## config.mk

```make
export PLATFORM = sky130hd
export DESIGN_NAME = pipe_stage
export DESIGN_NICKNAME = d
export VERILOG_FILES = /design/src/rtl/pipe_stage_pkg.sv /design/src/rtl/en_reg.sv /design/src/rtl/pipe_slot.sv /design/src/rtl/pipe_stage.sv
export SDC_FILE = /design/constraint.sdc
export NUM_CORES = 1
export LEC_CHECK = 0
export ABC_AREA = 1
export BUFFER_PORTS_ARGS = -buffer_cell sky130_fd_sc_hd__buf_2
export CORE_ASPECT_RATIO = 1.1
export CORE_MARGIN = 4
export CORE_UTILIZATION = 57
export DETAILED_ROUTE_END_ITERATION = 8
export PLACE_DENSITY = 0.84
export SYNTH_ARGS = -nofsm -noshare
export SYNTH_HDL_FRONTEND = slang
export SYNTH_SLANG_ARGS = --single-unit
```

## constraint.sdc

```tcl
create_clock -name clk -period 4 [get_ports clk]
set_input_delay 0.2 -clock clk [delete_from_list [all_inputs] [get_ports clk]]
set_output_delay 0.2 -clock clk [all_outputs]
set_load 0.01 [all_outputs]
```

## src/rtl/pipe_stage_pkg.sv

```systemverilog
// rtl/pipe_stage_pkg.sv - shared pipeline constants: control-bit layout and occupancy helper
package pipe_stage_pkg;

    localparam int CTRL_W_DEF   = 3;
    localparam int WB_EN_BIT    = 0;
    localparam int MEM_R_EN_BIT = 1;
    localparam int MEM_W_EN_BIT = 2;

    typedef enum logic [1:0] {
        OCC_EMPTY = 2'd0,
        OCC_ONE   = 2'd1,
        OCC_TWO   = 2'd2
    } occ_e;

    function automatic logic [1:0] occ_count(input logic main_valid, input logic skid_valid);
        return {main_valid & skid_valid, main_valid ^ skid_valid};
    endfunction

endpackage

```

## src/rtl/en_reg.sv

```systemverilog
// rtl/en_reg.sv - enable register with asynchronous active-low clear
module en_reg #(
    parameter int W = 8
) (
    input  logic         clk,
    input  logic         rst,
    input  logic         en,
    input  logic [W-1:0] d,
    output logic [W-1:0] q
);

    always_ff @(posedge clk or negedge rst) begin
        if (!rst) begin
            q <= '0;
        end else if (en) begin
            q <= d;
        end
    end

endmodule

```

## src/rtl/pipe_slot.sv

```systemverilog
// rtl/pipe_slot.sv - one pipeline entry: valid, control bits and packed payload
module pipe_slot #(
    parameter int CTRL_W    = 3,
    parameter int PAYLOAD_W = 40
) (
    input  logic                 clk,
    input  logic                 rst,
    input  logic                 load,
    input  logic                 clear,
    input  logic [CTRL_W-1:0]    next_ctrl,
    input  logic [PAYLOAD_W-1:0] next_payload,
    output logic                 valid,
    output logic [CTRL_W-1:0]    ctrl,
    output logic [PAYLOAD_W-1:0] payload
);

    // Clearing zeroes ctrl alongside valid so an empty slot is always a bubble.
    always_ff @(posedge clk or negedge rst) begin
        if (!rst) begin
            valid <= 1'b0;
            ctrl  <= '0;
        end else if (clear) begin
            valid <= 1'b0;
            ctrl  <= '0;
        end else if (load) begin
            valid <= 1'b1;
            ctrl  <= next_ctrl;
        end
    end

    en_reg #(.W(PAYLOAD_W)) u_payload (
        .clk (clk),
        .rst (rst),
        .en  (load & ~clear),
        .d   (next_payload),
        .q   (payload)
    );

endmodule

```

## src/rtl/pipe_stage.sv

```systemverilog
// rtl/pipe_stage.sv - registered pipeline stage with optional two-entry skid buffer
module pipe_stage
    import pipe_stage_pkg::*;
#(
    parameter int DATA_W = 32,
    parameter int DEST_W = 4,
    parameter int CTRL_W = CTRL_W_DEF,
    parameter int SKID   = 1
) (
    input  logic              clk,
    input  logic              rst,
    input  logic              flush,
    input  logic              in_valid,
    output logic              in_ready,
    input  logic [CTRL_W-1:0] in_ctrl,
    input  logic [DATA_W-1:0] in_data0,
    input  logic [DATA_W-1:0] in_data1,
    input  logic [DEST_W-1:0] in_dest,
    output logic              out_valid,
    input  logic              out_ready,
    output logic [CTRL_W-1:0] out_ctrl,
    output logic [DATA_W-1:0] out_data0,
    output logic [DATA_W-1:0] out_data1,
    output logic [DEST_W-1:0] out_dest,
    output logic [1:0]        occupancy
);

    localparam int PW = DEST_W + 2 * DATA_W;

    logic [PW-1:0]     in_payload;
    logic [PW-1:0]     main_payload;
    logic [PW-1:0]     skid_payload;
    logic [PW-1:0]     main_next_payload;
    logic [CTRL_W-1:0] main_ctrl;
    logic [CTRL_W-1:0] skid_ctrl;
    logic [CTRL_W-1:0] main_next_ctrl;
    logic              main_valid;
    logic              skid_valid;
    logic              main_load;
    logic              main_clear;
    logic              in_fire;
    logic              out_fire;

    assign in_payload = {in_dest, in_data1, in_data0};
    assign in_fire    = in_valid & in_ready;
    assign out_fire   = main_valid & out_ready;

    // A held skid entry is always older than the input, so it refills main first.
    assign main_next_ctrl    = skid_valid ? skid_ctrl    : in_ctrl;
    assign main_next_payload = skid_valid ? skid_payload : in_payload;

    generate
        if (SKID != 0) begin : g_skid
            logic skid_load;
            logic skid_clear;

            assign in_ready   = ~skid_valid;
            assign main_load  = ~flush & ((out_fire & skid_valid) |
                                          (in_fire & (~main_valid | out_fire)));
            assign main_clear = flush | (out_fire & ~in_fire & ~skid_valid);
            assign skid_load  = ~flush & in_fire & main_valid & ~out_fire;
            assign skid_clear = flush | (out_fire & skid_valid);

            pipe_slot #(.CTRL_W(CTRL_W), .PAYLOAD_W(PW)) u_skid (
                .clk          (clk),
                .rst          (rst),
                .load         (skid_load),
                .clear        (skid_clear),
                .next_ctrl    (in_ctrl),
                .next_payload (in_payload),
                .valid        (skid_valid),
                .ctrl         (skid_ctrl),
                .payload      (skid_payload)
            );
        end else begin : g_noskid
            assign in_ready     = ~main_valid | out_ready;
            assign main_load    = ~flush & in_fire;
            assign main_clear   = flush | (out_fire & ~in_fire);
            assign skid_valid   = 1'b0;
            assign skid_ctrl    = '0;
            assign skid_payload = '0;
        end
    endgenerate

    pipe_slot #(.CTRL_W(CTRL_W), .PAYLOAD_W(PW)) u_main (
        .clk          (clk),
        .rst          (rst),
        .load         (main_load),
        .clear        (main_clear),
        .next_ctrl    (main_next_ctrl),
        .next_payload (main_next_payload),
        .valid        (main_valid),
        .ctrl         (main_ctrl),
        .payload      (main_payload)
    );

    assign out_valid                         = main_valid;
    assign out_ctrl                          = main_ctrl;
    assign {out_dest, out_data1, out_data0}  = main_payload;
    assign occupancy                         = occ_count(main_valid, skid_valid);

endmodule

```

Yosys cells after proc, flatten, opt, wreduce, memory -nomap -nowiden
Cells that the tools add are included.
{ "word_totals": {"ff_bits": 144, "latchBits": 0, "mem_bits_rw": 0, "rom_bits": 0, "inputBits": 76, "out_inout_bits": 75, "elab_cells": 43, "n_memories": 0} }
{ "op_classes": {"addsub": 0, "mul": 0, "div": 0, "order_cmp": 0, "eq_ne": 0, "shifts": 0, "mux": 10, "n_bitwise": 25, "n_reduce_logical": 2} }
{ "ops": {"columns": ["op", "n"], "rows": [
  ["$mux W68", 1],
  ["$mux W3", 5],
  ["$and A1 B1 Y1", 13],
  ["$not A1 Y1", 7],
  ["$mux W1", 4],
  ["$or A1 B1 Y1", 4],
  ["$reduce_bool A2 Y1", 2],
  ["$xor A1 B1 Y1", 1]
]} }

Depth between registers and ports, before layout
Gate-level depths: netlist of the first run.
{ "depth": {"ltp_word": 8, "ltp_mapped": 9, "ltp_nobuf": 7} }

Modules after synthesis
A second synthesis of the first run with hierarchy kept.
{ "hier_totals": {"hier_cells": 853, "area_unflattened_um2": 6462.4} }
{ "by_module_without_submodules": {"columns": ["mod", "n_inst", "cells_per_inst", "area_per_inst_um2", "seq_area_each_um2"], "rows": [
  ["en_reg", 2, 288, 2576.2, 1701.6],
  ["pipe_stage", 1, 243, 992.2, 0.0],
  ["pipe_slot", 2, 17, 158.9, 100.1]
]} }

Least setup slack after synthesis of the first run
Ideal clock, no wire load.
{ "synth_timing": {"path_kind": "reg2reg", "start": "reg u_main.valid", "end": "reg u_main.u_payload.q[57]", "t_arrival_ns": 1.272, "t_required_ns": 3.883, "slack_ns": 2.611, "path_stages_with_launch": 10, "synth_period_minus_slack_ns": 1.389, "path_cell_list": "dfrtp_1 nand2_1 clkinv_1 nand2_2 nand2_2 nand2_2 buf_6 buf_4 nand2_1 nand2_1"} }
{ "synth_via": {"elab_chain_cells": 6, "elab_cells_between_ends": 12, "cone_classes": "bitwise: 12"} }
{ "synth_rtl": {"columns": ["element", "line_no", "source"], "rows": [
  ["start: declaration", "pipe_slot.sv:12", "output logic valid,"],
  ["start signal: assignment", "pipe_slot.sv:20", "valid <= 1'b0;"],
  ["start signal: assignment", "pipe_slot.sv:23", "valid <= 1'b0;"],
  ["start signal: assignment", "pipe_slot.sv:26", "valid <= 1'b1;"],
  ["$and A1 B1 Y1 or $not A1 Y1 (tied branches)", "pipe_stage.sv:46, pipe_stage.sv:59", null],
  ["$or A1 B1 Y1 or $and A1 B1 Y1 (tied branches)", "pipe_stage.sv:59, pipe_stage.sv:60", null],
  ["$and A1 B1 Y1 (on tied branches)", "pipe_stage.sv:59, pipe_stage.sv:60", null],
  ["$or A1 B1 Y1 (on tied branches)", "pipe_stage.sv:58, pipe_stage.sv:60", null],
  ["$and A1 B1 Y1 or $not A1 Y1 (tied branches)", "pipe_stage.sv:58, pipe_slot.sv:34", null],
  ["$and A1 B1 Y1 *", "pipe_slot.sv:34", ".en (load & ~clear),"],
  ["end signal: assignment", "en_reg.sv:14", "q <= '0;"],
  ["end signal: assignment", "en_reg.sv:16", "q <= d;"],
  ["end: declaration", "en_reg.sv:9", "output logic [W-1:0] q"]
]} }
Every way passes the cells marked *; elsewhere a longest branch is shown, timed or not.
A chain may end at the register's enable or synchronous reset.

Final worst setup path of the first run
{ "layout_timing": {"start": "reg g_skid.u_skid.valid", "end": "out in_ready"} }
{ "layout_via": {"elab_chain_cells": 1} }
{ "layout_rtl": {"columns": ["element", "line_no", "source"], "rows": [
  ["start: declaration", "pipe_slot.sv:12", null],
  ["start signal: assignment", "pipe_slot.sv:20", null],
  ["start signal: assignment", "pipe_slot.sv:23", null],
  ["start signal: assignment", "pipe_slot.sv:26", null],
  ["$not A1 Y1", "pipe_stage.sv:57", "assign in_ready = ~skid_valid;"],
  ["end: declaration", "pipe_stage.sv:14", "output logic in_ready,"]
]} }
No other way between the ends.

==> results of run 1 <==
[stage by stage]
stage / cell area, um^2 / hold WS [ps]
2_1_floorplan: 6427 / -95.59
3_3_place_gp: 7184 / 264.9
3_5_place_dp: 7184 / 263.0
4_1_cts: 7886 / 1.586
5_1_grt: 7886 / 19.89
6_report: 7886 / 11.79
[cell families after synthesis]
group                    synth area share
AO/OA/AOI/OAI                     0.06112
adder cells (fa/ha/maj)          0.001946
buffers and inverters             0.06443
flip-flops                         0.5606
AND/OR/NAND/NOR                    0.3119
[cells in the mapped netlist, drive strengths merged]
cell / number
o21a: 1
o21ai: 74
nand2: 421
nand4: 1
clkbuf: 18
clkinv: 2
nor2: 3
a21oi: 3
nand3: 78
buf: 33
dfrtp: 144
inv: 42
ha: 1
[power by group]
group	switching, W	total, W	internal [W]	leakage (nW)
logic	0.000432	0.000718	0.000286	2.36
clock network	0.000566	0.00153	0.000960	0.281
registers	0.000171	0.00194	0.00177	1.82
total	0.00117	0.00418	0.00301	4.46
[registers in the layout (all words and copies together), names as in the netlist]
name	cells
u_main.valid	1
u_main.ctrl	3
g_skid.u_skid.ctrl	3
g_skid.u_skid.u_payload.q	68
u_main.u_payload.q	68
g_skid.u_skid.valid	1
[worst max-delay path by stage]
stage	startpoint	endpoint	slack, ps
after floorplan	u_main.valid	u_main.u_payload.q[57]	2610
after global placement	g_skid.u_skid.valid	g_skid.u_skid.ctrl[1]	1690
after detailed placement	g_skid.u_skid.valid	g_skid.u_skid.u_payload.q[49]	1640
after CTS	g_skid.u_skid.valid	in_ready	1300
after global routing	g_skid.u_skid.valid	in_ready	1140
final	g_skid.u_skid.valid	in_ready	1280
[worst min-delay path: stages]
cell and delay (ps):
buf_2 90, nand2_1 50, nand2_1 50
[final cells by class]
type	count	area [um^2]
clock buffers	21	470.5
flip-flops and latches	144	3607
well taps	147	183.9
clock inverters	10	111.4
multi-input cells	582	2419
fillers	828	3074
repair buffers	169	929.6
inverters	44	165.2
[metal layers]
layer,share of wire,routed length [um],up-vias,global-route usage
li1,-,-,2831,-
met4,0.026,397,4,0.1083
met2,0.47,7187,213,0.3687
met1,0.42,6444,2578,0.3415
met3,0.077,1173,38,0.05637
met5,0.00092,14,-,0
[what timing repair did]
item,4_1_cts,5_1_grt
hold buffers,12,0
gates resized for setup,0,0
endpoints found under the hold margin,86,0
==> out/qor.yml, run 1 <==
outcome:
  status: "finished clean"
final_layout:
  final_common_cell: "nand2_1"
  drive_gt1_frac: 0.2010
  layout_common_cells: "nand2_1 (418), buf_2 (149), dfrtp_1 (143)"
  post-route-util: 0.7195
  final-instance-count-excl-fill: 1117
  final_nets: 1035
  diodes: 0
  area_growth_pct: 22.70
global_route:
  overflow: 0
  antenna_found_initial: 2
  grt_pass1_vias: 5248
  gr-usage-all-layers: 0.2455
  grt_start_max_net_pins: 89
  grt_first_pass_wirelength_mm: 25.39
route:
  drc: 0
  vias_per_cell: 5.071
  firstDrtPassIters: 5
  wl_per_cell_um: 13.62
  drtAntennaViolNets: 0
  route.vias.total: 5664
  drtIter0Drc: 430
  wirelength_mm: 15.22
synthesis:
  yosys.area.top_type: "dfrtp_1"
  ys_ff_latch: 144
  synthCells: 821
  synth_area_leaders: "dfrtp_1 (56%), nand2_1 (24%), nand3_1 (6.1%)"
  synth.avg_cell_area_um2: 7.829
  yosysTopAreaCellShare: 0.5606
  netlist_area_um2: 6427
  syn-num-nets: 898
  seq_area_frac_synth: 0.5606
  yosys_warnings: 0
  synth.distinct_cells: 20
timing:
  clock_skew_ps: 10.64
  fin_ws_ps: 1284
  final_hold_viol_count: 0
  fin_crit_ps: 2716
  rsz0062_at_grt: "no"
  fin_crit_sh: 0.6791
  setup_tns_ps: 0
  tightest_slew_ps: 1014
  slew_viol_final: 0
  fmax_ghz: 0.3681
  setup_violations: 0
  slew_headroom: 0.3199
floorplan:
  io_pins: 151
  row_count: 40
  die_area_um2: 13040
  fp.dieH_um: 119.4
  die_x_um: 109.2
  start_util: 0.5864
  core_um2: 10960
clock_network:
  cts_tree: "yes"
  clock_path_buffers: 2
  cts_setup_buffers: 0
  htree_num_levels: 4
  clk_pin_slew_worst_paths_ps: 60
  insertion_delay_ps: 410
  root_buffer: "clkbuf_16"
  numCtsBuffers: 17
  clock_sinks: 144
worst_setup_path:
  worstPathMaxFanout: 88
  reg2reg_depth: 5
  max_stage_delay_ps: 640
  crit_path_start_kind: "register"
  path_cells: "buf_4 -> inv_2 -> buf_2"
  criticalPathCategory: "register to primary output"
  slowest_stage: "buf_4"
  r2r-end: "g_skid.u_skid.u_payload.q[59]"
  cp_num_cells: 3
  crit_path_end_kind: "primary output"
  critPathArrivalTime_ps: 2520
  crit_buf_inv: 3
  required_ps: 3800
  regToRegSetupSlack_ps: 1580
  worstReg2RegStart: "g_skid.u_skid.valid"
  cpLargestDelayFamily: "buffers and inverters"
run:
  drv_cap: 0
min_path:
  whs_endpoint: "g_skid.u_skid.u_payload.q[46]"
  hp-start: "in_data1[14]"
  hold-path-cell-count: 3
  hp-class: "input pin to register"
power_and_ir_drop:
  ir_drop_uv: 314.1
  p_per_area_nw_per_um2: 530.3
  power_w: 0.004182
  p_leak_nw: 4.461
placed_design:
  hpwl_mm: 9.314
  port_buffers: 150
  pre_cts_ws_ps: 1637
  dp.cells: 1074
  gp_congestion: 0.7872
Power figures use the tool's default switching activity.
==> run 2, diff against run 1 <==
--- a/config.mk
+++ b/config.mk
@@ -5,13 +5,13 @@
 export SDC_FILE = /design/constraint.sdc
 export NUM_CORES = 1
 export LEC_CHECK = 0
-export ABC_AREA = 1
+export ABC_AREA = 0
 export BUFFER_PORTS_ARGS = -buffer_cell sky130_fd_sc_hd__buf_2
 export CORE_ASPECT_RATIO = 1.1
 export CORE_MARGIN = 4
-export CORE_UTILIZATION = 57
+export CORE_UTILIZATION = 54
 export DETAILED_ROUTE_END_ITERATION = 8
-export PLACE_DENSITY = 0.84
+export PLACE_DENSITY = 0.8
 export SYNTH_ARGS = -nofsm -noshare
 export SYNTH_HDL_FRONTEND = slang
 export SYNTH_SLANG_ARGS = --single-unit
==> constraint.sdc (replaced) <==
create_clock -name clk -period 2.55 [get_ports clk]
set_input_delay 0.1275 -clock clk [delete_from_list [all_inputs] [get_ports clk]]
set_output_delay 0.1275 -clock clk [all_outputs]
set_load 0.01 [all_outputs]
==> run 2 against run 1 <==
Sequential cell count is the same. Register-to-register slack lost 1100 ps. Clock skew grew 0.88 ps. Final cell count shrank 30%. Area after synthesis shrank 2.2%. Sequential share of layout area shrank 3.7 points. Utilization grew 3.1 points. Critical endpoint is now u_main.u_payload.q[32]. Die area grew 3.0%.
==> out/qor.yml, run 2 <==
outcome:
  status: "finished clean"
route:
  drc: 0  # unchanged
  drtIter0Drc: 114  # -73%
  vias_per_cell: 5.202  # +2.6%
  wirelength_mm: 13.68  # -10%
  route.vias.total: 4078  # -28%
  wl_per_cell_um: 17.45  # +28%
  firstDrtPassIters: 4  # -1
  drtAntennaViolNets: 0  # unchanged
timing:
  final_hold_viol_count: 0  # unchanged
  setup_tns_ps: 0  # unchanged
  fin_ws_ps: 516.8  # -766.9 ps
  fin_crit_sh: 0.7973
  slew_headroom: 0.5114  # +0.1915
  slew_viol_final: 0  # unchanged
  tightest_slew_ps: 732.9  # -280.9 ps
  setup_violations: 0  # unchanged
  clock_skew_ps: 11.52  # +0.8785 ps
  rsz0062_at_grt: "no"
  hold_slack_ps: 57.12  # +45.34 ps
  fmax_ghz: 0.4918
  fin_crit_ps: 2033
final_layout:
  post-route-util: 0.7504  # +0.03089
  diodes: 0  # unchanged
  biggestRegsByFlops: "g_skid.u_skid.u_payload.q x68, u_main.u_payload.q x68"
  drive_gt1_frac: 0.6136  # +0.4125
  n_fill_cell: 702  # -15%
  layout_common_cells: "mux2_2 (196), buf_2 (149), dfrtp_1 (143)"
  seq_area_um2: 3607  # unchanged
  multiInputGateArea_um2: 2509  # +3.7%
  area_growth_pct: 36.59
  final_nets: 698  # -33%
  final_common_cell: "mux2_2"
worst_setup_path:
  criticalPathCategory: "register to register"
  crit_path_end_kind: "register"
  worstReg2RegStart: "g_skid.u_skid.valid"
  r2r-end: "u_main.u_payload.q[32]"
  critPathArrivalTime_ps: 2320  # -200 ps
  crit_path_start_kind: "register"
  regToRegSetupSlack_ps: 520  # -1060 ps
  required_ps: 2840  # -960 ps
  worstPathMaxFanout: 32  # -64%
  reg2reg_depth: 4  # -1
synthesis:
  syn-num-nets: 474  # -47%
  synth.avg_cell_area_um2: 15.83  # +100%
  yosys_warnings: 0  # unchanged
  synthCells: 397  # -52%
  ys_ff_latch: 144  # unchanged
  synth_area_leaders: "dfrtp_1 (57%), mux2_2 (35%), mux2_1 (2.0%)"
  yosys.area.top_type: "dfrtp_1"
  synth.distinct_cells: 20  # unchanged
  yosysTopAreaCellShare: 0.5734  # +0.01272
  async_flop_share: 1.000  # unchanged
  ys.flop_type: "dfrtp_1"
  synthTopCellsByCount: "mux2_2 (196), dfrtp_1 (144), mux2_1 (11)"
  synth_most_common_cell: "mux2_2"
  netlist_area_um2: 6285  # -2.2%
  synth_edf_count: 0  # unchanged
  seq_area_frac_synth: 0.5734  # +0.01272
floorplan:
  die_area_um2: 13430  # +3.0%
  fp.dieH_um: 121.1  # +1.5%
  start_util: 0.5494  # -0.03703
  row_count: 41  # +2.5%
  die_x_um: 110.9  # +1.5%
  core_um2: 11440  # +4.4%
  io_pins: 151  # unchanged
global_route:
  grt_first_pass_wirelength_mm: 23.12  # -9.0%
  gr-usage-all-layers: 0.2161  # -0.02942
  overflow: 0  # unchanged
  grt_pass1_vias: 4571  # -13%
  antenna_found_initial: 0  # -2
  grt_start_max_net_pins: 81  # -9.0%
clock_network:
  insertion_delay_ps: 410  # about the same
  hold_buffers: 73  # +61
  clk_pin_slew_worst_paths_ps: 60  # about the same
  cts_setup_buffers: 0  # unchanged
  clock_path_buffers: 2  # unchanged
  root_buffer: "clkbuf_16"
  clock_sinks: 144  # unchanged
  htree_num_levels: 4  # unchanged
  cts_tree: "yes"
  numCtsBuffers: 17  # unchanged
  post_cts_resized: 0  # unchanged
min_path:
  hp-class: "input pin to register"
  hold-path-cell-count: 3  # unchanged
  hp-start: "in_valid"
  whs_endpoint: "u_main.valid"
placed_design:
  pre_cts_ws_ps: 529.4  # -1107 ps
  gp_congestion: 0.7385  # -6.2%
  port_buffers: 150  # unchanged
  hpwl_mm: 8.349  # -10%
power_and_ir_drop:
  power_w: 0.007381  # +77%
  ir_drop_uv: 516.2  # +64%
  p_per_area_nw_per_um2: 859.8  # +62%
  p_leak_nw: 3.907  # -12%
run:
  drv_cap: 0  # unchanged
[run 2: cell count changes after synthesis, sizes merged, moves of 3 or more]
cell,previous run,this run
nand2,421,1
mux2,0,207
nand3,78,0
o21ai,74,1
inv,42,2
buf,33,19
clkbuf,18,6
a22o,0,6
nor2,3,0
[run 2: worst max path at each step]
stage | startpoint | end | slack (ps) | depth (start not counted)
6_report | g_skid.u_skid.valid | u_main.u_payload.q[32] | 520 | 4
5_1_grt | g_skid.u_skid.valid | u_main.u_payload.q[5] | 420 | 4
4_1_cts | g_skid.u_skid.valid | u_main.u_payload.q[5] | 510 | 4
3_5_place_dp | g_skid.u_skid.valid | u_main.u_payload.q[31] | 530 | 4
3_3_place_gp | g_skid.u_skid.valid | u_main.u_payload.q[35] | 570 | 4
2_1_floorplan | u_main.valid | u_main.u_payload.q[0] | 780 | 5
[run 2: per-layer routing]
metal	global-route usage	part of all wire	up-vias	wire, um
met5	0	0	-	0
met4	0.05620	0.0091	0	125
met3	0.08529	0.065	12	884
met2	0.3813	0.53	122	7236
met1	0.2461	0.40	2059	5434
li1	-	-	1885	-
[run 2: where the power goes]
group	leakage [nW]	switching, W	internal [W]
clock	0.331	0.000916	0.00189
combinational	1.83	0.000595	0.000833
sequential	1.75	0.000293	0.00285
total	3.91	0.00180	0.00558
[run 2: area by class of cell]
| type | instances | share of cell area |
|---|---|---|
| Sequential cell | 144 | 0.4202 |
| Multi-Input combinational cell | 226 | 0.2922 |
| Clock inverter | 9 | 0.02041 |
| Tap cell | 150 | 0.02186 |
| Inverter | 2 | 0.0008745 |
| Clock buffer | 23 | 0.05918 |
| Timing Repair Buffer | 230 | 0.1853 |
[run 2: cells by family (layout without fill, tap and decap cells)]
logic type / Yosys count / count (layout) / synth area share
adder cells (fa/ha/maj): 1 / 1 / 0.001991
multiplexers: 207 / 207 / 0.3709
buffers and inverters: 27 / 264 / 0.02867
AO/OA/AOI/OAI: 13 / 13 / 0.01832
flip-flops: 144 / 144 / 0.5734
AND/OR/NAND/NOR: 5 / 5 / 0.006767
[run 2: metrics by stage]
step,instance area [um^2],instances
after global routing,8584,784
final,8584,784
after CTS,8584,784
after global placement,7171,679
after floorplan,6285,397
after detailed placement,7171,679
[run 2: critical path, cell delays in order (launching register included)]
cell	delay [ps]
dfrtp_4	570
nand2b_4	190
a221oi_4	290
buf_4	450
mux2_2	390
